===== src/rtl/alu_mp_seq.sv =====
// Multi-precision add/subtract sequencer: streams WORDS limbs (LS first) through an external
// N-bit combinational alu, chaining carry/borrow, and assembles the wide result plus flags.
`ifndef ALU_ADD
`define ALU_ADD 7'h01
`endif
`ifndef ALU_SUB
`define ALU_SUB 7'h02
`endif

module alu_mp_seq #(
  parameter int N     = 8,
  parameter int WORDS = 4
) (
  input  logic                 clk,
  input  logic                 rst_n,
  input  logic                 start,
  input  logic                 sub,
  input  logic [N*WORDS-1:0]   opa,
  input  logic [N*WORDS-1:0]   opb,
  output logic                 busy,
  output logic                 done,
  output logic [N*WORDS-1:0]   result,
  output logic                 carry,
  output logic                 overflow,
  output logic                 sign,
  output logic                 zero,
  output logic [N-1:0]         alu_a,
  output logic [N-1:0]         alu_b,
  output logic [6:0]           alu_op,
  output logic                 alu_cin,
  input  logic [N-1:0]         alu_out,
  input  logic                 alu_cout,
  input  logic                 alu_overflow,
  input  logic                 alu_sign,
  input  logic                 alu_zero
);

  localparam int W  = N * WORDS;
  localparam int IW = (WORDS > 1) ? $clog2(WORDS) : 1;

  typedef enum logic [1:0] {IDLE, RUN, DONE} state_t;

  state_t          state_q, state_d;
  logic [IW-1:0]   idx_q, idx_d;
  logic            cy_q, cy_d;
  logic            zacc_q, zacc_d;
  logic            sub_q, sub_d;
  logic [W-1:0]    a_q, a_d, b_q, b_d;
  logic [W-1:0]    shadow_q, shadow_d;
  logic [W-1:0]    result_q, result_d;
  logic            carry_q, carry_d, ovf_q, ovf_d, sign_q, sign_d, zero_q, zero_d;

  always_comb begin
    state_d  = state_q;
    idx_d    = idx_q;
    cy_d     = cy_q;
    zacc_d   = zacc_q;
    sub_d    = sub_q;
    a_d      = a_q;
    b_d      = b_q;
    shadow_d = shadow_q;
    result_d = result_q;
    carry_d  = carry_q;
    ovf_d    = ovf_q;
    sign_d   = sign_q;
    zero_d   = zero_q;
    busy     = 1'b0;
    done     = 1'b0;
    alu_a    = '0;
    alu_b    = '0;
    alu_op   = `ALU_ADD;
    alu_cin  = 1'b0;
    case (state_q)
      IDLE: begin
        if (start) begin
          a_d     = opa;
          b_d     = opb;
          sub_d   = sub;
          idx_d   = '0;
          cy_d    = 1'b0;
          zacc_d  = 1'b1;
          state_d = RUN;
        end
      end
      RUN: begin
        busy    = 1'b1;
        // Latched operands shift down one limb per cycle, so the current limb is always at bit 0.
        alu_a   = a_q[N-1:0];
        alu_b   = b_q[N-1:0];
        alu_cin = cy_q;
        alu_op  = sub_q ? `ALU_SUB : `ALU_ADD;
        a_d     = a_q >> N;
        b_d     = b_q >> N;
        // Limbs enter at the top and slide down; after WORDS cycles limb i sits at position i.
        shadow_d = (shadow_q >> N) | (W'(alu_out) << (W - N));
        cy_d     = alu_cout;
        zacc_d   = zacc_q & alu_zero;
        if (idx_q == IW'(WORDS - 1)) begin
          result_d = shadow_d;
          carry_d  = alu_cout;
          ovf_d    = alu_overflow;
          sign_d   = alu_sign;
          zero_d   = zacc_d;
          state_d  = DONE;
        end else begin
          idx_d = idx_q + IW'(1);
        end
      end
      DONE: begin
        busy    = 1'b1;
        done    = 1'b1;
        state_d = IDLE;
      end
      default: state_d = IDLE;
    endcase
  end

  always_ff @(posedge clk or negedge rst_n) begin
    if (!rst_n) begin
      state_q  <= IDLE;
      idx_q    <= '0;
      cy_q     <= 1'b0;
      zacc_q   <= 1'b0;
      sub_q    <= 1'b0;
      a_q      <= '0;
      b_q      <= '0;
      shadow_q <= '0;
      result_q <= '0;
      carry_q  <= 1'b0;
      ovf_q    <= 1'b0;
      sign_q   <= 1'b0;
      zero_q   <= 1'b0;
    end else begin
      state_q  <= state_d;
      idx_q    <= idx_d;
      cy_q     <= cy_d;
      zacc_q   <= zacc_d;
      sub_q    <= sub_d;
      a_q      <= a_d;
      b_q      <= b_d;
      shadow_q <= shadow_d;
      result_q <= result_d;
      carry_q  <= carry_d;
      ovf_q    <= ovf_d;
      sign_q   <= sign_d;
      zero_q   <= zero_d;
    end
  end

  assign result   = result_q;
  assign carry    = carry_q;
  assign overflow = ovf_q;
  assign sign     = sign_q;
  assign zero     = zero_q;

endmodule


===== config.mk =====
export PLATFORM = sky130hd
export DESIGN_NAME = alu_mp_seq
export DESIGN_NICKNAME = d
export VERILOG_FILES = /design/src/rtl/alu_mp_seq.sv
export SDC_FILE = /design/constraint.sdc
export NUM_CORES = 1
export LEC_CHECK = 0
export ABC_AREA = 1
export BUFFER_PORTS_ARGS = -buffer_cell sky130_fd_sc_hd__buf_2
export CELL_PAD_IN_SITES_DETAIL_PLACEMENT = 1
export CELL_PAD_IN_SITES_GLOBAL_PLACEMENT = 2
export CORE_UTILIZATION = 27
export CTS_CLUSTER_SIZE = 14
export DETAILED_ROUTE_END_ITERATION = 16
export PLACE_DENSITY = 0.79
export SYNTH_ARGS = -nofsm -noshare
export SYNTH_HDL_FRONTEND = slang
export SYNTH_SLANG_ARGS = --single-unit

===== constraint.sdc =====
create_clock -name clk -period 1.4 [get_ports clk]
set_input_delay 0.07 -clock clk [delete_from_list [all_inputs] [get_ports clk]]
set_output_delay 0.07 -clock clk [all_outputs]
set_load 0.01 [all_outputs]

==> impl_metrics.json, run 1 <==
{
  "syn_inst": 758,
  "viasPerCell": 4.63,
  "syn_avg_cell_area_um2": 7.88,
  "status": "finished, violations left",
  "avgRoutedWirePerCell_um": 17.9,
  "drt_iter0_drc": 262,
  "rows": 54,
  "drt-total-wl_um": 23700,
  "period_share_pct": 117,
  "r2r-end": "b_q[22]$_DFFE_PN0P_",
  "fin_util_pct": 47.8,
  "track_usage_pct": 18.7,
  "critPathMaxFanout": 6,
  "drcViolationCount": 0,
  "p_leak_nw": 5.49,
  "antenna_left": 0,
  "overflow": 0,
  "cp.arrival_ns": 1.96,
  "synthToLayoutAreaGrowth_pct": 74.3,
  "critPathLaunchType": "flop",
  "hold_viol": 0,
  "dp_hpwl_um": 11700,
  "ff_latch_area_um2": 3280,
  "hold_ws_ns": 0.147,
  "clk_latency_ns": 0.43,
  "maxCapViolCount": 0,
  "cts_made_buffers": 17,
  "grt_antenna_before_repair": 0,
  "ys_warn_count": 0,
  "die-area_um2": 22700,
  "reg2reg_depth": 9,
  "path_class": "reg -> reg",
  "cts.sinks": 131,
  "dpl_cell_area_um2": 7180,
  "insertedDiodeCount": 0,
  "fin_crit_ns": 1.64,
  "stdcell_count": 1327,
  "fillers": 2498,
  "port_buffers": 136,
  "ys_seq_area_share_pct": 54.9,
  "cp-end-kind": "flop",
  "cts.path.max_buffers": 2,
  "rsz0062_at_grt": "yes",
  "gp_congestion": 0.763,
  "synth.area.top_cells": "dfrtp_1 (55%), nand2_1 (24%), nand3_1 (5.9%)",
  "cts_tree": "done",
  "initial_core_util_pct": 27.5,
  "grt_pass1_wl_um": 32000,
  "failed_checks": "negative setup slack",
  "grt_max_degree": 43,
  "clk_pin_slew_ns": 0.07,
  "skew_ns": 0.00929,
  "required_ns": 1.72,
  "place_ws_ns": -0.140,
  "layout_setup_ws_ns": -0.238,
  "coreArea_um2": 21800,
  "first_pass_iters": 6,
  "fin_area_um2": 10400,
  "power_mw": 23.4,
  "ir_worst_vdd_mv": 1.22,
  "power_density_nw_per_um2": 2240,
  "setup_violations": 151,
  "yosysTopAreaCellShare_pct": 54.9,
  "rrSetupSlack_ns": -0.24,
  "htree_num_levels": 4,
  "dr_total_vias": 6143,
  "fin_setup_tns_ns": -22.06,
  "cp-startpoint": "state_q[0]$_DFFE_PN0P_",
  "dieHeight_um": 151,
  "num-nets-final": 1120,
  "dp_cells": 1162,
  "hold_path.class": "in -> async",
  "synth_area_um2": 5970,
  "max_freq_mhz": 611,
  "chipWidth_um": 151,
  "synth_area_leader_cell": "dfrtp_1",
  "synthDistinctLibCells": 18,
  "slew_violations": 0,
  "drive_gt1_share_pct": 38.7,
  "first_global_vias": 6025,
  "io_pins": 142,
  "cts_root_buf": "clkbuf_16",
  "multi_input_area_um2": 2890,
  "reg2reg_from": "state_q[0]$_DFFE_PN0P_",
  "ys_ff_latch": 131
}
[layout by cell type (no fill, tap or decap), types with 9 or more instances in the layout]
master and instances:
nand2_1 295, clkbuf_16 34, inv_2 15, o21ai_2 10
buf_2 119, dfrtp_1 131, o21ai_0 17, o21ai_1 22
nand3_2 15, nand3_1 56, buf_6 29, dlygate4sd3_1 79
buf_12 21, nand2_4 40, nand2_2 53, buf_8 9
inv_1 30, buf_4 20
[cell type report]
| type | instances | area share [%] |
|---|---|---|
| well taps | 280 | 3.37 |
| clock buffers | 17 | 4.09 |
| repair buffers | 302 | 29.5 |
| multi-input cells | 532 | 27.8 |
| flip-flops and latches | 131 | 31.5 |
| clock inverters | 15 | 1.65 |
| inverters | 50 | 2.10 |
[repair_timing]
item / 4_1_cts / 5_1_grt
buffers inserted: 16 / 9
gates resized for setup: 100 / 202
gates cloned: 9 / 22
pin swaps: 17 / 27
endpoints found under the setup margin: 95 / 151
endpoints found under the hold margin: 212 / 0
hold buffers: 79 / 0
[how the worst max path moves through the flow]
stage | endpoint | slack [ns] | depth (start not counted)
after detailed placement | b_q[31]$_DFFE_PN0P_ | -0.14 | 6
after floorplan | a_q[10]$_DFFE_PN0P_ | 0.01 | 8
final | b_q[22]$_DFFE_PN0P_ | -0.24 | 9
after CTS | alu_op[1] | -0.21 | 6
after global routing | b_q[18]$_DFFE_PN0P_ | -0.30 | 11
after global placement | b_q[30]$_DFFE_PN0P_ | -0.10 | 6
[state kept, by name, indices dropped and copies added, names as in the netlist, 2 cells and up]
name and cells:
a_q 32, b_q 32, idx_q 2, result 32
shadow_q 24, state_q 2
[synth_stat cells (all sizes together)]
cell,instances
inv,50
a21oi,2
nor2,4
buf,44
ha,6
dfrtp,131
clkbuf,7
o211ai,1
nand3,71
o21a,1
nand2,390
conb,1
o21ai,50
[cell families after synthesis]
family | share of synthesized area (%)
AO/OA/AOI/OAI | 4.61
adder cells (fa/ha/maj) | 1.26
buffers and inverters | 8.23
flip-flops | 54.9
other | 0.0628
AND/OR/NAND/NOR | 31.0
[critical path: stages, from the launching register on]
cell and delay [ns]:
dfrtp_1 0.39, buf_4 0.16, ha_4 0.18, buf_12 0.13, buf_12 0.13, bufbuf_16 0.27, nand2_1 0.08, nand2_1 0.08
nand2_1 0.07, nand2_1 0.04
[per-layer routing]
metal	vias up	routed length, µm	global-route usage, %
met3	46	796	3.33
met2	132	11800	31.3
met5	-	0	0
li1	2905	-	-
met1	3060	10400	24.3
met4	0	632	6.15
[where the power goes]
group          total (mW)  internal (mW)  switching [mW]
clock network        4.66           2.68            1.98
logic                12.3           5.92            6.41
registers            6.37           5.36            1.01
total                23.4           14.0            9.41
Power figures use the tool's default switching activity.
==> run 2, diff against run 1 <==
- ABC_AREA: 1 -> 0
- ABC_CLOCK_PERIOD_IN_PS: unset -> 1400
- CORE_UTILIZATION: 27 -> 31
==> run 2 against run 1 <==
  * The run still ends with negative setup slack left
  * Largest cell class unchanged
  * Die area fell by 19%
  * Global-route usage fell by 1.6 points
  * Core utilization up 3.1 points
  * Critical path depth down 2
  * Power is 2.7% lower
  * Count of clock-buffer cells in the layout up 2
  * Sequential power up 8.0%
  * Fmax down 0.58%
  * Synthesized cell count decreased by 42%
==> impl_metrics.json, run 2 <==
{
  "cts.sinks": 131,
  "coreArea_um2": 17400,
  "first_global_vias": 4826,
  "htree_num_levels": 4,
  "insertedDiodeCount": 0,
  "skew_ns": 0.00743,
  "num-nets-final": 776,
  "track_usage_pct": 17.1,
  "rrSetupSlack_ns": -0.25,
  "status": "finished, violations left",
  "chipWidth_um": 136,
  "synth_adder_area_share_pct": 1.35,
  "gp_congestion": 0.763,
  "required_ns": 1.74,
  "rows": 48,
  "final_common_cell": "dfrtp_1",
  "initial_core_util_pct": 31.9,
  "dp_hpwl_um": 9820,
  "synth_top_family_by_area": "multiplexers",
  "synthToLayoutAreaGrowth_pct": 59.8,
  "dr_total_vias": 4328,
  "synth_compound_area_share_pct": 7.84,
  "drive_gt1_share_pct": 48.2,
  "cts.path.max_buffers": 2,
  "synthMuxAreaShare_pct": 21.6,
  "fin_util_pct": 51.0,
  "grt_pass1_wl_um": 24300,
  "grt_antenna_before_repair": 0,
  "clk_latency_ns": 0.42,
  "cp-end-kind": "flop",
  "drcViolationCount": 0,
  "setup_violations": 148,
  "io_pins": 142,
  "final_cell_mix": "dfrtp_1 (130), buf_2 (125), dlygate4sd3_1 (78)",
  "syn_inst": 437,
  "die-area_um2": 18500,
  "synth_simple_gate_area_share_pct": 6.28,
  "yosysTopAreaCellShare_pct": 59.0,
  "p_leak_nw": 4.26,
  "overflow": 0,
  "maxCapViolCount": 0,
  "ys_ff_latch": 131,
  "clk_pin_slew_ns": 0.06,
  "reg2reg_depth": 7,
  "r2r-end": "b_q[9]$_DFFE_PN0P_",
  "port_buffers": 136,
  "place_ws_ns": -0.244,
  "max_freq_mhz": 607,
  "cts_made_buffers": 17,
  "slew_violations": 0,
  "drt-total-wl_um": 16500,
  "synth_top_cells_by_count": "dfrtp_1 (131), mux2_2 (62), nand2_1 (55)",
  "cp.arrival_ns": 1.99,
  "power_density_nw_per_um2": 2560,
  "ir_worst_vdd_mv": 1.03,
  "cts_tree": "done",
  "path_class": "reg -> reg",
  "antenna_left": 0,
  "synth.area.top_cells": "dfrtp_1 (59%), mux2_2 (13%), mux2i_1 (8.8%)",
  "synth_area_leader_cell": "dfrtp_1",
  "viasPerCell": 4.66,
  "power_mw": 22.7,
  "stdcell_count": 928,
  "synth-edff-count": 0,
  "hold_viol": 0,
  "cp-startpoint": "state_q[1]$_DFFE_PN0P_",
  "critPathLaunchType": "flop",
  "synth_area_um2": 5560,
  "synth-xor-area-share_pct": 0,
  "synthDistinctLibCells": 23,
  "avgRoutedWirePerCell_um": 17.8,
  "rsz0062_at_grt": "yes",
  "period_share_pct": 118,
  "synthArstFlopShare_pct": 100,
  "failed_checks": "negative setup slack",
  "hold_path.class": "in -> reg",
  "ys_warn_count": 0,
  "fin_crit_ns": 1.65,
  "syn_avg_cell_area_um2": 12.7,
  "critPathMaxFanout": 10,
  "cts_root_buf": "clkbuf_16",
  "drt_iter0_drc": 94,
  "ys_seq_area_share_pct": 59.0,
  "grt_max_degree": 52,
  "yosysMostFrequentCell": "dfrtp_1",
  "reg2reg_from": "state_q[1]$_DFFE_PN0P_",
  "setup.worst_path.end": "b_q[9]$_DFFE_PN0P_",
  "dp_cells": 799,
  "layout_setup_ws_ns": -0.247,
  "synth_flop_cell": "dfrtp_1",
  "dieHeight_um": 136,
  "first_pass_iters": 4
}
## run 2: worst max-delay path, cell delays in order, from the launching register on
cell,delay [ns]
dfrtp_1,0.41
inv_4,0.12
ha_4,0.17
mux2i_4,0.31
buf_12,0.20
clkbuf_16,0.17
nand2_1,0.07
o21ai_1,0.09
## run 2: cell type report
type | instances | area (µm²)
inverters | 4 | 17.5
fillers | 1794 | 8540
clock buffers | 19 | 443
well taps | 225 | 282
flip-flops and latches | 131 | 3280
multi-input cells | 275 | 2420
repair buffers | 261 | 2230
clock inverters | 13 | 206
## run 2: worst min path at each step
stage                              to  slack, ns    start  cells after the start
3_5_place_dp   result[16]$_DFFE_PN0P_       0.04    rst_n                      1
2_1_floorplan      a_q[0]$_DFFE_PN0P_      -0.23    rst_n                      0
5_1_grt            zacc_q$_DFFE_PN0P_       0.07    start                      3
4_1_cts           b_q[14]$_DFFE_PN0P_       0.02  opb[14]                      3
6_report           zacc_q$_DFFE_PN0P_       0.02    start                      3
3_3_place_gp   result[16]$_DFFE_PN0P_       0.03    rst_n                      1
## run 2: metrics by stage
stage / TNS (ns) / hold WS (ns) / cell area, µm²
after floorplan: -4.37 / -0.226 / 5640
after detailed placement: -21.49 / 0.0368 / 6780
after global placement: -12.65 / 0.0282 / 6780
final: -23.40 / 0.0187 / 8880
after CTS: -20.33 / 0.0156 / 8390
after global routing: -30.81 / 0.0668 / 8880
## run 2: repair_timing
item	in CTS	in global routing
setup endpoints to repair	151	152
pin swaps	1	34
setup buffers	6	4
endpoints found under the hold margin	135	1
hold buffers	77	1
resized for setup	44	102
gates cloned	1	8
## run 2: routing by layer
layer	routed length, µm	GRT usage (%)	up-vias
met2	8780	30.2	116
met5	0	0	-
met3	668	4.62	22
li1	-	-	2019
met1	6810	19.8	2171
met4	239	6.11	0
## run 2: cell families (layout without fill, tap and decap cells)
kind of cell    count (synthesis)  after routing
compound gates                 73             73
simple gates                   78             79
flops                         131            131
buf+inv                        36            297
mux                           112            112
fa+ha+maj                       6              6
other cells                     1              5
## run 2: report_power, final
part	total [mW]	leakage, nW	internal [mW]	switching, mW
clock	4.91	0.313	3.21	1.71
combinational	11.0	2.32	5.97	4.99
sequential	6.88	1.63	5.68	1.21
==> run 3, diff against run 2 <==
- ABC_CLOCK_PERIOD_IN_PS: 1400 -> 1330
- clock period: 1.4 -> 1.33 ns (I/O delays scaled with it)
==> run 3 against run 2 <==
  * The run still ends with negative setup slack left
  * Combinational power rose by 33%
  * First-iteration DRC count up 100%
  * Power grew 17%
  * Critical path type unchanged
==> impl_metrics.json, run 3 (synthesized netlist as in run 2, its figures left out) <==
{
  "dpl_cell_area_um2": 6610,
  "synthToLayoutAreaGrowth_pct": 71.2,
  "final_common_cell": "dfrtp_1",
  "status": "finished, violations left",
  "dieHeight_um": 136,
  "p_seq_share_pct": 27.8,
  "clk_latency_ns": 0.43,
  "layout_setup_ws_ns": -0.333,
  "fin_area_um2": 9510,
  "drt_iter0_drc": 192,
  "drive_gt1_share_pct": 52.3,
  "grt_max_degree": 41,
  "period_share_pct": 125,
  "setup_violations": 152,
  "p_switching_mw": 9.82,
  "maxCapViolCount": 0,
  "avgRoutedWirePerCell_um": 20.9,
  "cts_made_buffers": 17,
  "grt_pass1_wl_um": 27200,
  "cts_tree": "done",
  "dp_cells": 788,
  "fin_util_pct": 54.6,
  "antenna_left": 0,
  "overflow": 0,
  "htree_num_levels": 4,
  "critPathLaunchType": "flop",
  "coreArea_um2": 17400,
  "critical_path.slowest_cell": "dfrtp_2",
  "cts.path.max_buffers": 2,
  "cts_root_buf": "clkbuf_16",
  "port_buffers": 136,
  "place_ws_ns": -0.344,
  "cts.sinks": 131,
  "grt_antenna_before_repair": 1,
  "p_int_mw": 16.8,
  "netSwitchingFraction_pct": 36.9,
  "final_cell_mix": "dfrtp_1 (130), buf_2 (127), dlygate4sd3_1 (78)",
  "chipWidth_um": 136,
  "viasPerCell": 4.86,
  "stdcell_count": 953,
  "track_usage_pct": 19.8,
  "max_freq_mhz": 601,
  "drt-total-wl_um": 19900,
  "fin_setup_tns_ns": -35.18,
  "hold_viol": 0,
  "rsz0062_at_grt": "yes",
  "gp_congestion": 0.739,
  "die-area_um2": 18500,
  "power_density_nw_per_um2": 2790,
  "power_mw": 26.6,
  "skew_ns": 0.0101,
  "io_pins": 142,
  "ir_worst_vdd_mv": 1.17,
  "p_clk_share_pct": 17.3,
  "required_ns": 1.69,
  "failed_checks": "negative setup slack",
  "slew_violations": 0,
  "initial_core_util_pct": 31.9,
  "cp.arrival_ns": 2.02,
  "p_leak_nw": 4.60,
  "critPathMaxFanout": 5,
  "clk_pin_slew_ns": 0.06,
  "path_class": "reg -> reg",
  "cp-end-kind": "flop",
  "cpPeakStageDelay_ns": 0.44,
  "power_frac_comb_pct": 54.9,
  "first_global_vias": 4995,
  "fin_crit_ns": 1.66,
  "dr_total_vias": 4634,
  "dp_hpwl_um": 8890,
  "rows": 48,
  "path_cells": "inv_2 > ha_4 > mux2i_4 > buf_6 > buf_12 > clkbuf_16 > a22o_1",
  "hold_path.class": "in -> async",
  "hold_ws_ns": 0.0985,
  "num-nets-final": 800,
  "first_pass_iters": 4,
  "drcViolationCount": 0
}
## run 3: power groups by stage
stage	registers [mW]	logic [mW]	clock network (mW)
2_1_floorplan	7.05	5.22	0
3_3_place_gp	6.98	7.38	0
3_5_place_dp	7.11	7.67	0
4_1_cts	7.07	11.0	4.60
5_1_grt	7.60	15.5	4.85
6_report	7.39	14.6	4.59
## run 3: repair_timing
item,in CTS,in global routing
setup endpoints to repair,152,152
gates resized for setup,58,177
hold buffers,78,0
pin swaps,9,33
buffers inserted,16,16
endpoints found under the hold margin,218,0
cloned,10,16
## run 3: layout make-up
| cell class | instances | area (µm²) |
|---|---|---|
| antenna | 1 | 2.50 |
| clock buffer | 18 | 439 |
| clock inverter | 14 | 130 |
| fill | 1750 | 7900 |
| inverter | 4 | 17.5 |
| multi-input combinational | 281 | 2780 |
| sequential | 131 | 3280 |
| tap | 225 | 282 |
| timing repair buffer | 279 | 2580 |
## run 3: routing by layer
layer  up-vias  wire [µm]  track usage, %
li1       2081          -               -
met1      2359       7980            23.4
met2       155      10700            34.5
met3        39        839            4.88
met4         0        435            7.65
met5         -          0               0
## run 3: path summary, 6_finish.rpt
kind,from,endpoint,slack (ns),depth (start not counted)
max in group asynchronous,rst_n,a_q[15]$_DFFE_PN0P_,0.67,3
min,rst_n,shadow_q[25]$_DFFE_PN0N_,0.1,2
min reg2reg,a_q[4]$_DFFE_PN0P_,a_q[4]$_DFFE_PN0P_,0.48,2
max reg2reg,state_q[0]$_DFFE_PN0P_,a_q[27]$_DFFE_PN0P_,-0.33,7
min in group clk,start,zacc_q$_DFFE_PN0P_,0.10,3
max,state_q[0]$_DFFE_PN0P_,a_q[27]$_DFFE_PN0P_,-0.33,7
## run 3: critical path: cells and delay by family (launching register included)
| kind | cells | cell delay, ns |
|---|---|---|
| fa+ha+maj | 1 | 0.17 |
| buf+inv | 4 | 0.55 |
| flops | 1 | 0.44 |
| compound gates | 1 | 0.14 |
| mux | 1 | 0.29 |
